**config.mk**
```make
export PLATFORM = sky130hd
export DESIGN_NAME = uart_rx_param
export DESIGN_NICKNAME = d
export VERILOG_FILES = /design/src/rtl/uart_rx_param.sv
export SDC_FILE = /design/constraint.sdc
export NUM_CORES = 1
export LEC_CHECK = 0
export CORE_MARGIN = 4
export CORE_UTILIZATION = 52
export CTS_CLUSTER_SIZE = 8
export DETAILED_ROUTE_END_ITERATION = 10
export PLACE_DENSITY = 0.86
export SYNTH_ARGS = -nofsm -noshare
export SYNTH_HDL_FRONTEND = slang
export SYNTH_SLANG_ARGS = --single-unit
```
**constraint.sdc**
```tcl
create_clock -name clk -period 2 [get_ports clk]
set_clock_uncertainty 0.05 [all_clocks]
set_input_delay 0.3 -clock clk [delete_from_list [all_inputs] [get_ports clk]]
set_output_delay 0.3 -clock clk [all_outputs]
set_load 0.1 [all_outputs]
```
**src/rtl/uart_rx_param.sv**
```systemverilog
// uart_rx_param: parameterised UART receiver with a one-word holding register.
//
// The serial line is synchronised, oversampled 16x per bit by a tick divider,
// and each bit is resolved by a 3-sample majority vote around mid-bit.
// Received words are held in an output register with valid/ready handshake.
//
// Configuration macro: UART_RX_PARITY_EN
//   defined   - one parity bit follows the data bits; PARITY_ODD selects
//               even (0) or odd (1) parity and a mismatch sets parity_err.
//   undefined - no parity bit is expected and parity_err is tied to 0.
//
// Parameters: CLK_HZ, BAUD, DATA_BITS (5..9), STOP_BITS (1..2), PARITY_ODD.
//
// Ports:
//   clk         system clock, rising edge
//   reset       asynchronous active-low reset
//   RxD         asynchronous serial input, idles high
//   rx_data     received word (LSB first on the line)
//   rx_valid    rx_data and sideband flags are valid
//   rx_ready    consumer accepts the held word
//   frame_err   held word had a stop bit sampled low
//   parity_err  held word failed its parity check
//   break_det   held word is a break (all data 0, stop bit low)
//   overrun     sticky: a frame was dropped because the holder was full
//   clr_err     synchronous clear of overrun
//   busy        receiver is not idle
`timescale 1ns/1ps

module uart_rx_param #(
  parameter int unsigned CLK_HZ     = 100_000_000,
  parameter int unsigned BAUD       = 9600,
  parameter int unsigned DATA_BITS  = 8,
  parameter int unsigned STOP_BITS  = 1,
  parameter int unsigned PARITY_ODD = 0
) (
  input  logic                 clk,
  input  logic                 reset,
  input  logic                 RxD,
  output logic [DATA_BITS-1:0] rx_data,
  output logic                 rx_valid,
  input  logic                 rx_ready,
  output logic                 frame_err,
  output logic                 parity_err,
  output logic                 break_det,
  output logic                 overrun,
  input  logic                 clr_err,
  output logic                 busy
);

  // Rounded divide: ticks arrive 16 times per bit.
  localparam int unsigned DIV   = (CLK_HZ + BAUD * 8) / (BAUD * 16);
  localparam int unsigned DIV_W = (DIV > 1) ? $clog2(DIV) : 1;
  localparam logic [DIV_W-1:0] DIV_LAST  = DIV_W'(DIV - 1);
  localparam logic [3:0]       LAST_DATA = 4'(DATA_BITS - 1);
  localparam logic [3:0]       LAST_STOP = 4'(STOP_BITS - 1);

  if (DATA_BITS < 5 || DATA_BITS > 9) begin : g_bad_data_bits
    $error("uart_rx_param: DATA_BITS must be 5..9");
  end
  if (STOP_BITS < 1 || STOP_BITS > 2) begin : g_bad_stop_bits
    $error("uart_rx_param: STOP_BITS must be 1 or 2");
  end
  if (PARITY_ODD > 1) begin : g_bad_parity_odd
    $error("uart_rx_param: PARITY_ODD must be 0 or 1");
  end

  typedef enum logic [2:0] {
    S_IDLE, S_START, S_DATA, S_PARITY, S_STOP, S_BRKWAIT
  } state_e;

  // Line synchroniser and edge detector.
  logic       rxd_meta_q, rxd_sync_q, rxd_prev_q;
  logic [1:0] arm_q;
  logic       start_edge;

  // Receiver state.
  state_e                 state_q, state_d;
  logic [DIV_W-1:0]       div_q, div_d;
  logic [3:0]             tick_cnt_q, tick_cnt_d;
  logic [3:0]             bit_idx_q, bit_idx_d;
  logic [1:0]             ones_q, ones_d;
  logic [DATA_BITS-1:0]   shift_q, shift_d;
  logic                   ferr_acc_q, ferr_acc_d;
`ifdef UART_RX_PARITY_EN
  localparam logic PAR_ODD = (PARITY_ODD != 0);
  logic                   par_acc_q, par_acc_d;
  logic                   perr_acc_q, perr_acc_d;
  logic                   perr_q, perr_d;
`endif

  // Holding register.
  logic [DATA_BITS-1:0]   data_q, data_d;
  logic                   valid_q, valid_d;
  logic                   ferr_q, ferr_d;
  logic                   brk_q, brk_d;
  logic                   ovr_q, ovr_d;

  logic       tick;
  logic [1:0] vote_sum;
  logic       bit_val;
  logic       frame_now;
  logic       complete, comp_brk;
  logic       load, drop;

  // The sync flops reset to 1 (idle line); edges are only honoured once arm_q
  // shows that rxd_prev_q holds a real line sample, so a line already low at
  // reset release is never mistaken for a start bit.
  always_ff @(posedge clk or negedge reset) begin
    if (!reset) begin
      rxd_meta_q <= 1'b1;
      rxd_sync_q <= 1'b1;
      rxd_prev_q <= 1'b1;
      arm_q      <= 2'd0;
    end else begin
      // NOTE: sequential state uses non-blocking assignments so every flop
      // samples the pre-edge value of its neighbours.
      rxd_meta_q <= RxD;
      rxd_sync_q <= rxd_meta_q;
      rxd_prev_q <= rxd_sync_q;
      arm_q      <= (arm_q == 2'd3) ? 2'd3 : arm_q + 2'd1;
    end
  end

  assign start_edge = (arm_q == 2'd3) && rxd_prev_q && !rxd_sync_q;
  assign tick       = (div_q == DIV_LAST);

  // Majority of samples at ticks 7, 8 and the current tick 9.
  assign vote_sum  = ones_q + {1'b0, rxd_sync_q};
  assign bit_val   = vote_sum[1];
  assign frame_now = ferr_acc_q | ~bit_val;

  // tick_cnt_q holds the number of ticks already seen in the current bit, so
  // tick_cnt_q == k-1 while the k-th tick is being presented.
  always_comb begin : fsm_comb
    // NOTE: every combinational output gets a default first; without it a
    // branch that skips an assignment would infer a latch.
    state_d    = state_q;
    tick_cnt_d = tick_cnt_q;
    bit_idx_d  = bit_idx_q;
    ones_d     = ones_q;
    shift_d    = shift_q;
    ferr_acc_d = ferr_acc_q;
    complete   = 1'b0;
    comp_brk   = 1'b0;
`ifdef UART_RX_PARITY_EN
    par_acc_d  = par_acc_q;
    perr_acc_d = perr_acc_q;
`endif
    div_d = (state_q == S_IDLE || tick) ? '0 : div_q + DIV_W'(1);

    case (state_q)
      S_IDLE: begin
        if (start_edge) begin
          state_d    = S_START;
          tick_cnt_d = 4'd0;
          bit_idx_d  = 4'd0;
          ones_d     = 2'd0;
          ferr_acc_d = 1'b0;
`ifdef UART_RX_PARITY_EN
          par_acc_d  = 1'b0;
          perr_acc_d = 1'b0;
`endif
        end
      end

      S_START: begin
        if (tick) begin
          tick_cnt_d = tick_cnt_q + 4'd1;
          if (tick_cnt_q == 4'd7 && rxd_sync_q) begin
            state_d = S_IDLE;            // false start
          end else if (tick_cnt_q == 4'd15) begin
            state_d = S_DATA;            // counter wraps to 0 for bit 0
          end
        end
      end

      S_DATA, S_PARITY, S_STOP: begin
        if (tick) begin
          tick_cnt_d = tick_cnt_q + 4'd1;
          if (tick_cnt_q == 4'd6 || tick_cnt_q == 4'd7) begin
            ones_d = vote_sum;
          end else if (tick_cnt_q == 4'd8) begin
            ones_d = 2'd0;
            if (state_q == S_DATA) begin
              shift_d = {bit_val, shift_q[DATA_BITS-1:1]};
`ifdef UART_RX_PARITY_EN
              par_acc_d = par_acc_q ^ bit_val;
`endif
            end
`ifdef UART_RX_PARITY_EN
            if (state_q == S_PARITY) begin
              perr_acc_d = par_acc_q ^ bit_val ^ PAR_ODD;
            end
`endif
            if (state_q == S_STOP) begin
              ferr_acc_d = frame_now;
              if (bit_idx_q == LAST_STOP) begin
                complete = 1'b1;
                comp_brk = frame_now && (shift_q == '0);
                state_d  = comp_brk ? S_BRKWAIT : S_IDLE;
              end
            end
          end else if (tick_cnt_q == 4'd15) begin
            bit_idx_d = bit_idx_q + 4'd1;
            if (state_q == S_DATA && bit_idx_q == LAST_DATA) begin
              bit_idx_d = 4'd0;
`ifdef UART_RX_PARITY_EN
              state_d   = S_PARITY;
`else
              state_d   = S_STOP;
`endif
            end else if (state_q == S_PARITY) begin
              bit_idx_d = 4'd0;
              state_d   = S_STOP;
            end
          end
        end
      end

      S_BRKWAIT: begin
        if (rxd_sync_q) state_d = S_IDLE;
      end

      default: state_d = S_IDLE;
    endcase
  end

  // A completing frame loads when the holder is empty or being drained in
  // the same cycle; otherwise it is dropped and overrun latches.
  always_comb begin : hold_comb
    load    = complete && (!valid_q || rx_ready);
    drop    = complete && valid_q && !rx_ready;
    data_d  = load ? shift_q   : data_q;
    ferr_d  = load ? frame_now : ferr_q;
    brk_d   = load ? comp_brk  : brk_q;
`ifdef UART_RX_PARITY_EN
    perr_d  = load ? perr_acc_q : perr_q;
`endif
    valid_d = load ? 1'b1 : ((valid_q && rx_ready) ? 1'b0 : valid_q);
    ovr_d   = drop ? 1'b1 : (clr_err ? 1'b0 : ovr_q);
  end

  always_ff @(posedge clk or negedge reset) begin
    if (!reset) begin
      state_q    <= S_IDLE;
      div_q      <= '0;
      tick_cnt_q <= 4'd0;
      bit_idx_q  <= 4'd0;
      ones_q     <= 2'd0;
      shift_q    <= '0;
      ferr_acc_q <= 1'b0;
      data_q     <= '0;
      valid_q    <= 1'b0;
      ferr_q     <= 1'b0;
      brk_q      <= 1'b0;
      ovr_q      <= 1'b0;
`ifdef UART_RX_PARITY_EN
      par_acc_q  <= 1'b0;
      perr_acc_q <= 1'b0;
      perr_q     <= 1'b0;
`endif
    end else begin
      state_q    <= state_d;
      div_q      <= div_d;
      tick_cnt_q <= tick_cnt_d;
      bit_idx_q  <= bit_idx_d;
      ones_q     <= ones_d;
      shift_q    <= shift_d;
      ferr_acc_q <= ferr_acc_d;
      data_q     <= data_d;
      valid_q    <= valid_d;
      ferr_q     <= ferr_d;
      brk_q      <= brk_d;
      ovr_q      <= ovr_d;
`ifdef UART_RX_PARITY_EN
      par_acc_q  <= par_acc_d;
      perr_acc_q <= perr_acc_d;
      perr_q     <= perr_d;
`endif
    end
  end

  assign rx_data   = data_q;
  assign rx_valid  = valid_q;
  assign frame_err = ferr_q;
  assign break_det = brk_q;
  assign overrun   = ovr_q;
  assign busy      = (state_q != S_IDLE);
`ifdef UART_RX_PARITY_EN
  assign parity_err = perr_q;
`else
  assign parity_err = 1'b0;
`endif

endmodule
```
After elaboration in Yosys (flattened, before gate mapping):

Index checks and enable logic that the tools add are counted.

* flip-flop bits (word level): 49
* input port bits: 5
* logic and storage cells: 137

* add/sub/neg operators: 5
* eq/ne operators: 28
* multiplexer cells: 54
* bitwise logic cells: 3
* reduce and logical (&&, ||, !) cells: 31

Operators with widths (count)
* $mux W3: 14
* $mux W4: 8
* $mux W1: 21
* $ne A2 B2 Y1 const B: 9
* $pmux W4 S2: 2
* $ne A3 B3 Y1 const B: 5
* $eq A4 B3 Y1 const B: 3
* $pmux W3 S4: 1
* $reduce_and A6 Y1: 2
* $add A10 B1 Y10 const B: 1
* $eq A10 B10 Y1 const B: 1
* $mux W10: 1
* $mux W2: 5
* $reduce_and A10 Y1: 1
* $logic_and A1 B1 Y1: 9
* $add A4 B1 Y4 const B: 2
* $eq A4 B4 Y1 const B: 2
* $logic_not A8 Y1: 1
* $reduce_bool A2 Y1: 4
* $eq A3 B2 Y1 const B: 2
* $eq A3 B3 Y1 const B: 2
* $reduce_and A5 Y1: 1
* $logic_not A4 Y1: 1
* $ne A4 B4 Y1 const B: 1
* 17 further kinds: 22

Depth between registers and ports, before layout:

* depth in word-level cells: 11
* depth in mapped cells: 9
* depth with buffers taken out: 7

Worst setup path before layout:

Ideal clock, no wire load.

* kind: register -> register
* from: register state_q[1]
* to: register state_q[0]
* library setup time: 0.125 ns
* arrival time: 2.142 ns
* data required time: 1.825 ns
* slack: -0.317 ns
* stages on the path, launching flop included: 7
* cells stage by stage: dfrtp_1 -> buf_2 -> or3_1 -> buf_2 -> and3_1 -> a2111oi_4 -> mux2_2

* cells in the longest elaborated chain, start to end: 8

RTL lines
* start: declaration: RTL line 77 `state_e state_q, state_d;`
* start signal: assignment: RTL line 263 `state_q <= state_d;`
* $eq A3 B2 Y1: RTL line 151, 205
* $logic_and A1 B1 Y1: RTL line 205 `if (state_q == S_DATA && bit_idx_q == LAST_DATA) begin`
* $mux W3: RTL line 205
* $mux W3: RTL line 203 `end else if (tick_cnt_q == 4'd15) begin`
* $mux W3: RTL line 182 `end else if (tick_cnt_q == 4'd8) begin`
* $mux W3: RTL line 180 `if (tick_cnt_q == 4'd6 || tick_cnt_q == 4'd7) begin`
* $mux W3: RTL line 178 `if (tick) begin`
* $pmux W3 S4: RTL line 151 `case (state_q)`

Parallel ways exist; a longest one is shown, timed or not. The select of a mux whose other input is x is not followed.
A chain may end at the register's enable or synchronous reset.

Worst setup path after layout:

* from: register div_q[0]
* to: register state_q[2]

* cells in the longest elaborated chain, start to end: 3

RTL lines
* start: declaration: RTL line 78 `logic [DIV_W-1:0] div_q, div_d;`
* start signal: assignment: RTL line 264 `div_q <= div_d;`
* $eq A10 B10 Y1 (*): RTL line 125 `assign tick = (div_q == DIV_LAST);`
* $ne A2 B2 Y1 (no source line)
* $reduce_and A10 Y1 (no source line) (*)

Every way passes the cells marked *; elsewhere a longest branch is shown, timed or not.

==> summary.md <==
| Metric | Value |
|---|---|
| Std-Cell Core Area | `0.00479 mm^2` |
| Cell at the slowest stage of the critical path | `a2111oi_4` |
| Area overhead of the layout relative to synthesis | `23.9%` |
| Count of maximum capacitance violations | `0` |
| Global-route wire length before repair | `9400 um` |
| DPL Wire Length | `just over 4000 um` |
| Via count of the first global-routing pass | `2012` |
| Final count of negative-setup-slack endpoints | `20` |
| Net count reported at finish | `301` |
| Final min period | `2.06 ns` |
| Async set-reset flop share out of synthesis | `between 90% and 100%` |
| Antenna-violating nets left | `0` |
| Initial core utilization | `54.4%` |
| Power density over cell area | `972 mW/mm^2` |
| Number of H-tree levels | `2` |
| Number of enable-type register cells in the synthesized netlist | `0` |
| Buffer depth of the longest clock path | `2` |
| CP delay by family, top | `simple AND/OR/NAND/NOR gates` |
| Worst-path fanout max | `4` |
| Post-route clock period utilization | `103%` |
| Clk Latency, worst-skew pair | `0.32 ns` |
| Mean instance size in the synthesized netlist | `10.8 um^2` |
| CTS tree | `done` |
| Pre-CTS worst setup slack | `-0.108 ns` |
| Peak supply drop | `449 uV` |
| Total global routing overflow | `0` |
| Number of placed I/O pins | `19` |
| Post-synthesis sequential element count | `slightly below 50` |
| Antenna fix cells | `0` |
| GRT Total Usage | `19.4%` |
| Final instance area | `0.00322 mm^2` |
| Share of cells above drive strength 1 | `33.9%` |
| Total wire length after detailed routing | `5420 um` |
| Ratio of routed vias to standard cells | `5.62` |
| Worst stage delay on the critical path | `0.45 ns` |
| Final TNS setup | `-0.578 ns` |
| Hold Path Class | `reg -> reg` |
| Sequential cell area fraction in the yosys report | `47.3%` |
| Cells after synthesis | `242` |
| Worst Path Buf+Inv | `1` |
| Final Max Tran Viols | `0` |
| Remaining DRCs | `0` |
| Endpoint type of the worst setup path | `flip-flop` |
| Clock transition at the registers of the reported paths | `0.09 ns` |
| Final weighted congestion of routability-driven global placement | `around 0.99` |
| Die outline width | `approximately 80 um` |
| Post-synthesis cell type count | `53` |
| Leak | `between 1 and 1.5 nW` |
| Number of design-rule violations left by the first detailed-router iteration | `110` |
| Number of vias after detailed routing | `2000` |
| Post-place instance area | `approximately 0.003 mm^2` |
| DIE AREA | `0.00620 mm^2` |
| Net count after synthesis | `255` |
| Result of the run | `complete, but fails checks` |
| Type of the worst setup path | `reg -> reg` |
| I/O Buffers | `17` |
| Largest net degree at the start of global routing | `32` |
| Arrival time at the worst endpoint | `2.21 ns` |
| Clock Sinks | `49` |
| Critical Path Start Type | `flip-flop` |
| Number of hold-slack violations in the final timing report | `0` |
| Average detailed-routed wire length per instance | `between 15 and 20 um` |
| Leading register cell type out of synthesis | `dfrtp_1` |
| Count of non-filler cells in the finished layout | `between 300 and 400` |
| Highest achievable clock rate | `0.486 GHz` |
| Number of antenna violations at the first check in global routing | `0` |
| Setup slack after layout | `-0.0577 ns` |
| Unrepaired setup endpoints after global routing | `true` |
| Overall die height | `78.7 um` |
| Yosys synthesis warning count | `0` |
| Summed instance area of the synthesized netlist | `0.00260 mm^2` |
| Placed Cells | `about 350` |
| Violations in the final reports | `negative setup slack` |
| Cells traversed along the worst timing path | `inv_1 > ha_1 > and3b_2 > nand3_4 > and3_4 > a2111oi_4 > mux2_4` |
| Root Buffer Master | `clkbuf_8` |
| Standard-cell rows | `25` |
| Inserted Clock Buffers | `5` |
| Router iterations before antenna repair | `4` |
| Worst R2R Setup Slack | `-0.06 ns` |
| Required arrival time at the worst endpoint | `2.15 ns` |
## synthesized netlist by cell type, types with 3 or more instances
cell	n	area, um^2
nand3_1	9	45.0
nand4_1	3	18.8
o21ai_0	12	60.1
inv_1	10	37.5
dfrtp_1	46	1150
clkbuf_1	3	11.3
mux2_2	12	135
nor4_1	3	18.8
nor2_1	22	82.6
o31ai_1	4	30.0
nor2b_1	4	25.0
a21oi_1	11	55.1
nor3b_1	3	22.5
nand2b_1	3	18.8
xnor2_1	6	52.6
mux2_4	7	105
and3_1	6	37.5
xor2_1	3	26.3
dfstp_2	3	78.8
or2_2	4	25.0
nand2_1	13	48.8
ha_1	8	100
buf_2	5	25.0
a211oi_1	3	22.5
## stage by stage
stage / util (%) / total power [mW] / hold slack (ns)
after global placement: 64.1 / 2.42 / 0.214
after global routing: 67.4 / 3.34 / 0.319
after floorplan: - / 2.03 / -0.0456
after CTS: 66.7 / 3.10 / 0.311
after detailed placement: 64.1 / 2.46 / 0.220
final: 67.4 / 3.13 / 0.310
## layout by cell type, fill, tap and decap left out, types with 3 or more instances in the layout
master,count
nand3_1,9
clkbuf_8,5
inv_1,9
o21ai_0,9
mux2_4,18
nand2_1,13
or2_2,4
nor4_1,3
and3_1,5
ha_1,7
dfstp_2,3
dfrtp_1,44
nor2b_1,4
nand4_1,3
clkdlybuf4s50_1,3
nor2_1,22
buf_4,42
o31ai_1,3
nand2b_1,3
xor2_1,3
xnor2_1,6
a21oi_1,11
a211oi_1,3
## cell families (layout without fill, tap and decap cells)
logic type               after synthesis  in the layout  share of synthesized area, %
adder cells (fa/ha/maj)                8              8                          3.85
multiplexers                          21             21                          10.0
other                                  1              1                         0.144
buffers and inverters                 21             68                          3.85
AND/OR/NAND/NOR                       85             85                          18.9
flip-flops                            49             49                          47.3
AO/OA/AOI/OAI                         48             48                          13.0
XOR/XNOR                               9              9                          3.03
## repair_timing
item                                   4_1_cts  5_1_grt
pin swaps                                    3        1
endpoints found under the hold margin       18        0
hold buffers                                 1        0
setup endpoints to repair                   20       26
resized for setup                            2       11
gates cloned                                 0        0
buffers inserted                             1        0
## cell type report
type	instances	area, um^2
fill	351	1560
multi-input combinational	172	1360
sequential	49	1230
timing repair buffer	50	412
tap	67	83.8
clock buffer	5	68.8
inverter	10	37.5
clock inverter	3	28.8
## power by group
group | switching [mW] | internal, mW | total, mW | leakage [nW]
Clock | 0.366 | 0.262 | 0.628 | 0.0506
Combinational | 0.748 | 0.607 | 1.35 | 0.786
Sequential | 0.0828 | 1.07 | 1.15 | 0.647
## flip-flops by register name, summed over array words and instances, names as in the netlist
| signal | count |
|---|---|
| rx_data | 8 |
| bit_idx_q | 4 |
| rx_valid | 1 |
| rxd_meta_q | 1 |
| rxd_prev_q | 1 |
| state_q | 3 |
| arm_q | 2 |
| shift_q | 8 |
| ferr_acc_q | 1 |
| rxd_sync_q | 1 |
| break_det | 1 |
| div_q | 10 |
| ones_q | 2 |
| overrun | 1 |
| tick_cnt_q | 4 |
| frame_err | 1 |
## worst paths after layout
check                                     startpoint  cells after the start                      to
worst max-delay path              div_q[0]$_DFF_PN0_                      7  state_q[2]$_DFFE_PN0P_
worst min-delay path            rxd_meta_q$_DFF_PN1_                      0    rxd_sync_q$_DFF_PN1_
worst max register to register    div_q[0]$_DFF_PN0_                      7  state_q[2]$_DFFE_PN0P_
worst min register to register  rxd_meta_q$_DFF_PN1_                      0    rxd_sync_q$_DFF_PN1_
max in group asynchronous                      reset                      3    rxd_prev_q$_DFF_PN1_
min in group asynchronous                      reset                      2  shift_q[3]$_DFFE_PN0P_
## layer usage
| metal | global-route usage, % | share of wire (%) |
|---|---|---|
| met2 | 33.8 | 50 |
| met5 | 0 | 0 |
| met4 | 7.52 | 1.6 |
| met1 | 23.8 | 45 |
| met3 | 3.74 | 3.4 |
No activity file was read; power rests on OpenSTA's default activity.
